File: src/rtl/lsu_ctrl_pkg.sv
// Shared encodings for the load/store controller: access direction, size, sign
// select, FSM states and the misalignment predicate.
package lsu_ctrl_pkg;

  localparam logic       MEM_READ          = 1'b0;
  localparam logic       MEM_WRITE         = 1'b1;
  localparam logic [1:0] DATASIZE_BYTE     = 2'b00;
  localparam logic [1:0] DATASIZE_HALFWORD = 2'b01;
  localparam logic [1:0] DATASIZE_WORD     = 2'b10;
  localparam logic       TYPE_UNSIGNED     = 1'b0;
  localparam logic       TYPE_SIGNED       = 1'b1;

  typedef enum logic [1:0] {
    LSU_IDLE = 2'd0,
    LSU_REQ  = 2'd1,
    LSU_WAIT = 2'd2,
    LSU_DONE = 2'd3
  } lsu_state_e;

  // Size 2'b11 behaves as a word access.
  function automatic logic is_misaligned(input logic [1:0] off, input logic [1:0] size);
    case (size)
      DATASIZE_BYTE:     return 1'b0;
      DATASIZE_HALFWORD: return off[0];
      default:           return (off != 2'b00);
    endcase
  endfunction

endpackage

File: src/rtl/lsu_ctrl_if.sv
// Bundle of the execute-side, memory-side and write-back-side signals of lsu_ctrl.
// slave = the controller, master = its environment (execute, memory, write-back).
interface lsu_ctrl_if #(
  parameter int ADDR_W = 32,
  parameter int DATA_W = 32
);
  // Every channel transfers on a rising edge where its valid and ready are both
  // high; valid, once raised, holds its payload stable until that edge.
  // mem_resp_valid is a single-cycle pulse with no ready.
  logic              in_valid;
  logic              in_ready;
  logic [ADDR_W-1:0] in_addr;
  logic [DATA_W-1:0] in_wdata;
  logic              in_memrw;
  logic [1:0]        in_datasize;
  logic              in_issigned;
  logic [4:0]        in_rd;

  logic              mem_req_valid;
  logic              mem_req_ready;
  logic              mem_we;
  logic [ADDR_W-1:0] mem_addr;
  logic [DATA_W-1:0] mem_wdata;
  logic [3:0]        mem_wmask;
  logic              mem_resp_valid;
  logic [DATA_W-1:0] mem_rdata;

  logic              out_valid;
  logic              out_ready;
  logic [DATA_W-1:0] out_data;
  logic [4:0]        out_rd;
  logic              out_err;

  modport slave (
    input  in_valid, in_addr, in_wdata, in_memrw, in_datasize, in_issigned, in_rd,
    output in_ready,
    output mem_req_valid, mem_we, mem_addr, mem_wdata, mem_wmask,
    input  mem_req_ready, mem_resp_valid, mem_rdata,
    output out_valid, out_data, out_rd, out_err,
    input  out_ready
  );

  modport master (
    output in_valid, in_addr, in_wdata, in_memrw, in_datasize, in_issigned, in_rd,
    input  in_ready,
    input  mem_req_valid, mem_we, mem_addr, mem_wdata, mem_wmask,
    output mem_req_ready, mem_resp_valid, mem_rdata,
    input  out_valid, out_data, out_rd, out_err,
    output out_ready
  );

endinterface

File: src/rtl/lsu_lane_align.sv
// Combinational byte-lane logic: store data shift and write mask, load extract
// and sign/zero extension. Offsets are forced to the access's natural alignment.
module lsu_lane_align
  import lsu_ctrl_pkg::*;
(
  input  logic [1:0]  off_i,
  input  logic [1:0]  size_i,
  input  logic        issigned_i,
  input  logic [31:0] wdata_i,
  input  logic [31:0] rdata_i,
  output logic [3:0]  wmask_o,
  output logic [31:0] wdata_o,
  output logic [31:0] rdata_o
);

  logic [1:0]  off_eff;
  logic [4:0]  shamt;
  logic [31:0] rd_shift;

  always_comb begin
    case (size_i)
      DATASIZE_BYTE:     off_eff = off_i;
      DATASIZE_HALFWORD: off_eff = {off_i[1], 1'b0};
      default:           off_eff = 2'b00;
    endcase
  end

  assign shamt    = {off_eff, 3'b000};
  assign rd_shift = rdata_i >> shamt;

  always_comb begin
    wmask_o = 4'b1111;
    wdata_o = wdata_i;
    rdata_o = rdata_i;
    case (size_i)
      DATASIZE_BYTE: begin
        wmask_o = 4'b0001 << off_eff;
        wdata_o = {24'd0, wdata_i[7:0]} << shamt;
        rdata_o = {{24{issigned_i & rd_shift[7]}}, rd_shift[7:0]};
      end
      DATASIZE_HALFWORD: begin
        wmask_o = 4'b0011 << off_eff;
        wdata_o = {16'd0, wdata_i[15:0]} << shamt;
        rdata_o = {{16{issigned_i & rd_shift[15]}}, rd_shift[15:0]};
      end
      default: ;
    endcase
  end

endmodule

File: src/rtl/lsu_ctrl.sv
// Multi-cycle load/store controller: IDLE -> REQ -> WAIT -> DONE, one access at a time.
// Optional macro LSU_MISALIGN_CHECK_EN reports misaligned accesses via out_err instead of issuing them.
module lsu_ctrl
  import lsu_ctrl_pkg::*;
#(
  parameter int ADDR_W = 32,
  parameter int DATA_W = 32
) (
  input  logic       clk,
  input  logic       rst,
  lsu_ctrl_if.slave  bus,
  output lsu_state_e dbg_state_o
);

  lsu_state_e        state_q, state_d;
  logic [ADDR_W-1:0] addr_q;
  logic [DATA_W-1:0] wdata_q, rdata_q;
  logic              memrw_q, issigned_q, err_q;
  logic [1:0]        size_q;
  logic [4:0]        rd_q;
  logic              misalign;
  logic              accept;
  logic [3:0]        wmask;
  logic [31:0]       wdata_sh, rdata_ext;

`ifdef LSU_MISALIGN_CHECK_EN
  assign misalign = is_misaligned(bus.in_addr[1:0], bus.in_datasize);
`else
  assign misalign = 1'b0;
`endif

  assign accept      = (state_q == LSU_IDLE) && bus.in_valid;
  assign dbg_state_o = state_q;

  lsu_lane_align u_align (
    .off_i      (addr_q[1:0]),
    .size_i     (size_q),
    .issigned_i (issigned_q),
    .wdata_i    (wdata_q),
    .rdata_i    (rdata_q),
    .wmask_o    (wmask),
    .wdata_o    (wdata_sh),
    .rdata_o    (rdata_ext)
  );

  always_ff @(posedge clk or posedge rst) begin
    if (rst) state_q <= LSU_IDLE;
    else     state_q <= state_d;
  end

  always_ff @(posedge clk or posedge rst) begin
    if (rst) begin
      addr_q     <= '0;
      wdata_q    <= '0;
      rdata_q    <= '0;
      memrw_q    <= MEM_READ;
      issigned_q <= TYPE_UNSIGNED;
      err_q      <= 1'b0;
      size_q     <= DATASIZE_BYTE;
      rd_q       <= '0;
    end else begin
      if (accept) begin
        addr_q     <= bus.in_addr;
        wdata_q    <= bus.in_wdata;
        memrw_q    <= bus.in_memrw;
        size_q     <= bus.in_datasize;
        issigned_q <= bus.in_issigned;
        rd_q       <= bus.in_rd;
        err_q      <= misalign;
      end
      if (state_q == LSU_WAIT && bus.mem_resp_valid && memrw_q == MEM_READ)
        rdata_q <= bus.mem_rdata;
    end
  end

  always_comb begin
    state_d           = state_q;
    bus.in_ready      = 1'b0;
    bus.mem_req_valid = 1'b0;
    bus.mem_we        = 1'b0;
    bus.mem_addr      = {addr_q[ADDR_W-1:2], 2'b00};
    bus.mem_wdata     = '0;
    bus.mem_wmask     = 4'b0000;
    bus.out_valid     = 1'b0;
    bus.out_data      = '0;
    bus.out_rd        = rd_q;
    bus.out_err       = 1'b0;
    case (state_q)
      LSU_IDLE: begin
        bus.in_ready = 1'b1;
        if (bus.in_valid) state_d = misalign ? LSU_DONE : LSU_REQ;
      end
      LSU_REQ: begin
        bus.mem_req_valid = 1'b1;
        bus.mem_we        = memrw_q;
        if (memrw_q == MEM_WRITE) begin
          bus.mem_wdata = wdata_sh;
          bus.mem_wmask = wmask;
        end
        if (bus.mem_req_ready) state_d = LSU_WAIT;
      end
      LSU_WAIT: begin
        if (bus.mem_resp_valid) state_d = LSU_DONE;
      end
      LSU_DONE: begin
        bus.out_valid = 1'b1;
        bus.out_err   = err_q;
        // Stores and rejected accesses return zero data.
        if (memrw_q == MEM_READ && !err_q) bus.out_data = rdata_ext;
        if (bus.out_ready) state_d = LSU_IDLE;
      end
      default: state_d = LSU_IDLE;
    endcase
  end

endmodule

File: src/flat_wrapper.sv
// flat-port wrapper written by rule: the top's interface ports become plain ports
module lsu_ctrl_flat import lsu_ctrl_pkg::*;
#(
  parameter int ADDR_W = 32,
  parameter int DATA_W = 32
)
  (clk, rst, dbg_state_o, bus_in_valid, bus_in_addr, bus_in_wdata, bus_in_memrw, bus_in_datasize, bus_in_issigned, bus_in_rd, bus_in_ready, bus_mem_req_valid, bus_mem_we, bus_mem_addr, bus_mem_wdata, bus_mem_wmask, bus_mem_req_ready, bus_mem_resp_valid, bus_mem_rdata, bus_out_valid, bus_out_data, bus_out_rd, bus_out_err, bus_out_ready);
  lsu_ctrl_if #(.ADDR_W(ADDR_W), .DATA_W(DATA_W)) bus_i ();
  input  logic clk;
  input  logic rst;
  output lsu_state_e dbg_state_o;
  input wire logic [$bits(bus_i.in_valid)-1:0] bus_in_valid;
  input wire logic [$bits(bus_i.in_addr)-1:0] bus_in_addr;
  input wire logic [$bits(bus_i.in_wdata)-1:0] bus_in_wdata;
  input wire logic [$bits(bus_i.in_memrw)-1:0] bus_in_memrw;
  input wire logic [$bits(bus_i.in_datasize)-1:0] bus_in_datasize;
  input wire logic [$bits(bus_i.in_issigned)-1:0] bus_in_issigned;
  input wire logic [$bits(bus_i.in_rd)-1:0] bus_in_rd;
  output wire logic [$bits(bus_i.in_ready)-1:0] bus_in_ready;
  output wire logic [$bits(bus_i.mem_req_valid)-1:0] bus_mem_req_valid;
  output wire logic [$bits(bus_i.mem_we)-1:0] bus_mem_we;
  output wire logic [$bits(bus_i.mem_addr)-1:0] bus_mem_addr;
  output wire logic [$bits(bus_i.mem_wdata)-1:0] bus_mem_wdata;
  output wire logic [$bits(bus_i.mem_wmask)-1:0] bus_mem_wmask;
  input wire logic [$bits(bus_i.mem_req_ready)-1:0] bus_mem_req_ready;
  input wire logic [$bits(bus_i.mem_resp_valid)-1:0] bus_mem_resp_valid;
  input wire logic [$bits(bus_i.mem_rdata)-1:0] bus_mem_rdata;
  output wire logic [$bits(bus_i.out_valid)-1:0] bus_out_valid;
  output wire logic [$bits(bus_i.out_data)-1:0] bus_out_data;
  output wire logic [$bits(bus_i.out_rd)-1:0] bus_out_rd;
  output wire logic [$bits(bus_i.out_err)-1:0] bus_out_err;
  input wire logic [$bits(bus_i.out_ready)-1:0] bus_out_ready;
  assign bus_i.in_valid = bus_in_valid;
  assign bus_i.in_addr = bus_in_addr;
  assign bus_i.in_wdata = bus_in_wdata;
  assign bus_i.in_memrw = bus_in_memrw;
  assign bus_i.in_datasize = bus_in_datasize;
  assign bus_i.in_issigned = bus_in_issigned;
  assign bus_i.in_rd = bus_in_rd;
  assign bus_in_ready = bus_i.in_ready;
  assign bus_mem_req_valid = bus_i.mem_req_valid;
  assign bus_mem_we = bus_i.mem_we;
  assign bus_mem_addr = bus_i.mem_addr;
  assign bus_mem_wdata = bus_i.mem_wdata;
  assign bus_mem_wmask = bus_i.mem_wmask;
  assign bus_i.mem_req_ready = bus_mem_req_ready;
  assign bus_i.mem_resp_valid = bus_mem_resp_valid;
  assign bus_i.mem_rdata = bus_mem_rdata;
  assign bus_out_valid = bus_i.out_valid;
  assign bus_out_data = bus_i.out_data;
  assign bus_out_rd = bus_i.out_rd;
  assign bus_out_err = bus_i.out_err;
  assign bus_i.out_ready = bus_out_ready;
  lsu_ctrl #(.ADDR_W(ADDR_W), .DATA_W(DATA_W)) u_core (.clk(clk), .rst(rst), .bus(bus_i), .dbg_state_o(dbg_state_o));
endmodule
File: config.mk
export PLATFORM = sky130hd
export DESIGN_NAME = lsu_ctrl_flat
export DESIGN_NICKNAME = d
export VERILOG_FILES = /design/src/rtl/lsu_ctrl_pkg.sv /design/src/rtl/lsu_ctrl_if.sv /design/src/rtl/lsu_lane_align.sv /design/src/rtl/lsu_ctrl.sv /design/src/flat_wrapper.sv
export SDC_FILE = /design/constraint.sdc
export NUM_CORES = 1
export LEC_CHECK = 0
export BUFFER_PORTS_ARGS = -buffer_cell sky130_fd_sc_hd__buf_2
export CORE_MARGIN = 2
export CORE_UTILIZATION = 45
export CTS_CLUSTER_DIAMETER = 80
export CTS_CLUSTER_SIZE = 28
export DETAILED_ROUTE_END_ITERATION = 12
export PLACE_DENSITY = 0.75
export SLEW_MARGIN = 10
export SYNTH_ARGS = -nofsm -noshare
export SYNTH_HDL_FRONTEND = slang
export SYNTH_SLANG_ARGS = --single-unit
File: constraint.sdc
create_clock -name clk -period 3.56 [get_ports clk]
set_input_delay 0.178 -clock clk [delete_from_list [all_inputs] [get_ports clk]]
set_output_delay 0.178 -clock clk [all_outputs]
set_load 0.02 [all_outputs]
==> out/qor.csv <==
stage;metric;value;unit
outcome;status;finished clean;
logic_synthesis;multiplexer share of the synthesized area;24.4;%
logic_synthesis;ys async rst share;100;%
critical_path;Crit Reg-Reg Startpoint;u_core.dbg_state_o[0]$_DFFE_PP0P_;
cts;clk slew on worst S/H paths;0.07;ns
logic_synthesis;share of the synthesized area in the top cell type;48.0;%
critical_path;crit path max fanout;26;
logic_synthesis;Post-Synth Simple-Gate Area;8.47;%
global_routing;All-Layer GR Usage;21.3;%
layout;final std cells w/o fill;837;
floorplan;core area;0.0121;sq mm
critical_path;required time of the critical path;3.38;ns
timing;min Tclk post-route;3.05;ns
placement;cell count after placement;818;
layout;Filler Cells Inserted;1005;
placement;Post-DP HPWL;10600;um
detailed_routing;Routed Wire Length;14100;um
layout;area growth from synthesis to layout;24.7;%
detailed_routing;drc violations;0;
logic_synthesis;Yosys top cell by area;dfrtp_1;
logic_synthesis;Syn Std Cell Area;0.00558;sq mm
logic_synthesis;Post-synth EDFFs;0;
logic_synthesis;most frequent cell after synthesis;mux2_1;
floorplan;die height;115;um
detailed_routing;Pre-antenna DRT Iters;7;
logic_synthesis;yosys warns;0;
timing;final hold vios;0;
global_routing;largest net degree at the start of global routing;74;
placement;pre-CTS setup slack;0.958;ns
critical_path;CP Launch Type;flip-flop;
logic_synthesis;Synth cell types;35;
timing;RSZ-0062 raised after global routing;no;
timing;Max Fclk;328;MHz
timing;Tightest Pin Transition;1.10;ns
cts;Root Driver;clkbuf_16;
logic_synthesis;XOR/XNOR Fraction of Synth Area;0;%
timing;Finish-stage setup viols;0;
critical_path;CP arrival;2.87;ns
timing;clk_skew;0.00668;ns
layout;Design Area, Final;0.00696;sq mm
pwr;Leak;0.00344;uW
worst_hold_path;worst hold path class;input pin to flip-flop;
critical_path;Crit. Startpoint;u_core.size_q[0]$_DFFE_PP0P_;
critical_path;kind of critical path;flip-flop to output pin;
flow_run;max-cap violation count;0;
floorplan;initial core utilization;46.3;%
cts;Worst-Skew Late Latency;0.34;ns
detailed_routing;DR vias;4420;
logic_synthesis;FF+latch count, synth;107;
global_routing;vias in the first global route;4357;
detailed_routing;Initial DRC Count;293;
logic_synthesis;Post-synth top cells;mux2_1, dfrtp_1, nor2_1;
layout;multi-input gate area in the final layout;0.00250;sq mm
logic_synthesis;Compound-Gate Fraction of Synth Area;10.6;%
logic_synthesis;Synth Instances;488;
global_routing;GR Overflow Total;0;
timing;setup ws final;0.510;ns
global_routing;initial antenna violation count;1;
cts;total CTS buffers;9;
placement;Placed Area;0.00657;sq mm
logic_synthesis;main combinational cell family by area after synthesis;multiplexers;
floorplan;# IOs;223;
pwr;VDD IR max;0.472;mV
logic_synthesis;post-synthesis adder-cell area fraction;0.897;%
logic_synthesis;top_reg_cell synth;dfrtp_1;
floorplan;Row Count;40;
logic_synthesis;Avg Inst Size Synth;11.4;sq um
cts;CTS max path bufs;2;
pwr;pwr/cell area;952;mW/mm^2
cts;H-tree Lvls;3;
detailed_routing;vias per cell;5.28;
layout;nets;777;
placement;IO buf count;219;
logic_synthesis;post-synthesis sequential area ratio;48.0;%
detailed_routing;Final ANT Viol Nets;0;
timing;worst hold margin;0.0411;ns
cts;Sink Count;107;
cts;CTS tree;done;
layout;share of cells above drive strength 1;37.8;%
logic_synthesis;Synth area leaders;dfrtp_1, mux2_1, buf_4;
layout;sequential cell area;0.00268;sq mm
floorplan;Total Die Area;0.0133;sq mm
timing;setup TNS;0;ns
cts;post-CTS setup buffer count;0;
worst_hold_path;HP Start;bus_in_addr[15];
timing;max-slew violation count;0;
placement;Placer Congestion;0.903;
global_routing;first-pass GRT wire length;21800;um
critical_path;Crit. End Element;output pin;
timing;Slew headroom;26.3;%
detailed_routing;WL/cell;16.8;um
timing;Period Utilization, post-route;85.7;%
floorplan;Die W;115;um
## power breakdown
part / leakage [uW] / internal (uW) / switching (uW)
Clock: 0.000183 / 779 / 440
Combinational: 0.00199 / 1240 / 1740
Sequential: 0.00127 / 1840 / 589
## worst max-delay path, stage by stage (launching register included)
cell      delay (ns)
dfrtp_1         0.86
nor2b_1         0.18
o21ai_1         0.89
a222oi_1        0.16
nor2_1          0.23
buf_2           0.20
## routing by layer
metal  global-route usage, %  routed length [um]  up-vias
met1                    27.6                5880     2150
met2                    34.4                6830      182
met4                    9.56                 344        0
met3                    4.53                 994       25
li1                        -                   -     2063
met5                       0                   0        -
## what timing repair did
| action | CTS | global route |
|---|---|---|
| resized for setup | 0 | 0 |
| endpoints found under the hold margin | 49 | 0 |
| hold buffers | 1 | 0 |
## final timing paths
| check | endpoint | slack (ns) | cells after the start |
|---|---|---|---|
| setup / recovery | bus_out_data[6] | 0.51 | 5 |
| hold / removal | u_core.addr_q[15]$_DFFE_PP0P_ | 0.04 | 2 |
| setup reg to reg | u_core.size_q[1]$_DFFE_PP0P_ | 1.48 | 4 |
| hold reg to reg | u_core.addr_q[18]$_DFFE_PP0P_ | 0.49 | 1 |
| max in group asynchronous | u_core.addr_q[24]$_DFFE_PP0P_ | 2.19 | 4 |
| min in group asynchronous | u_core.rdata_q[5]$_DFFE_PP0P_ | 0.47 | 3 |
## cell usage in the layout, fill, tap and decap left out, drive strengths merged
| master | netlist | routed |
|---|---|---|
| nand2b | 4 | 4 |
| nor3b | 1 | 1 |
| ha | 4 | 4 |
| and4 | 1 | 1 |
| nor3 | 1 | 1 |
| a21oi | 12 | 12 |
| buf | 43 | 226 |
| nor2b | 2 | 2 |
| inv | 10 | 11 |
| a222oi | 7 | 7 |
| a41oi | 1 | 1 |
| dfrtp | 107 | 107 |
| nand3b | 9 | 9 |
| clkbuf | 23 | 10 |
| a22oi | 24 | 24 |
| nor2 | 51 | 51 |
| conb | 1 | 3 |
| and3 | 8 | 8 |
| bufinv | 0 | 4 |
| o32a | 1 | 1 |
| mux2 | 113 | 113 |
| o221a | 8 | 8 |
| a311oi | 1 | 1 |
| nand2 | 15 | 15 |
| diode | 0 | 2 |
| o221ai | 1 | 1 |
| a2bb2oi | 1 | 1 |
| o21ai | 28 | 28 |
| and2 | 1 | 1 |
| nor4b | 1 | 1 |
| dlygate4sd3 | 0 | 1 |
| mux2i | 9 | 9 |
| clkinv | 0 | 1 |
## logic make-up (layout without fill, tap and decap cells)
group,count (synthesis),count (layout)
flip-flops,107,107
multiplexers,122,122
other,1,5
buffers and inverters,76,253
AO/OA/AOI/OAI,84,84
AND/OR/NAND/NOR,94,94
adder cells (fa/ha/maj),4,4
## registers in the layout, summed over array words and instances (netlist names)
signal	count
u_core.size_q	2
u_core.memrw_q	1
u_core.rdata_q	32
u_core.dbg_state_o	2
u_core.addr_q	32
u_core.bus.out_rd	5
u_core.issigned_q	1
u_core.wdata_q	32
## per-stage QoR
stage | util (%) | total power (uW)
after floorplan | - | 4720
after global placement | 54.5 | 5300
after detailed placement | 54.5 | 5420
after CTS | 57.7 | 6660
after global routing | 57.7 | 7070
final | 57.7 | 6620
## layout make-up
class                           instances  share of cell area, %
Antenna cell                            2                 0.0719
Clock buffer                           10                   3.43
Clock inverter                          6                   1.92
Inverter                               10                  0.575
Multi-Input combinational cell        307                   35.9
Sequential cell                       107                   38.5
Tap cell                              168                   3.02
Timing Repair Buffer                  227                   16.6
Power figures use the tool's default switching activity.
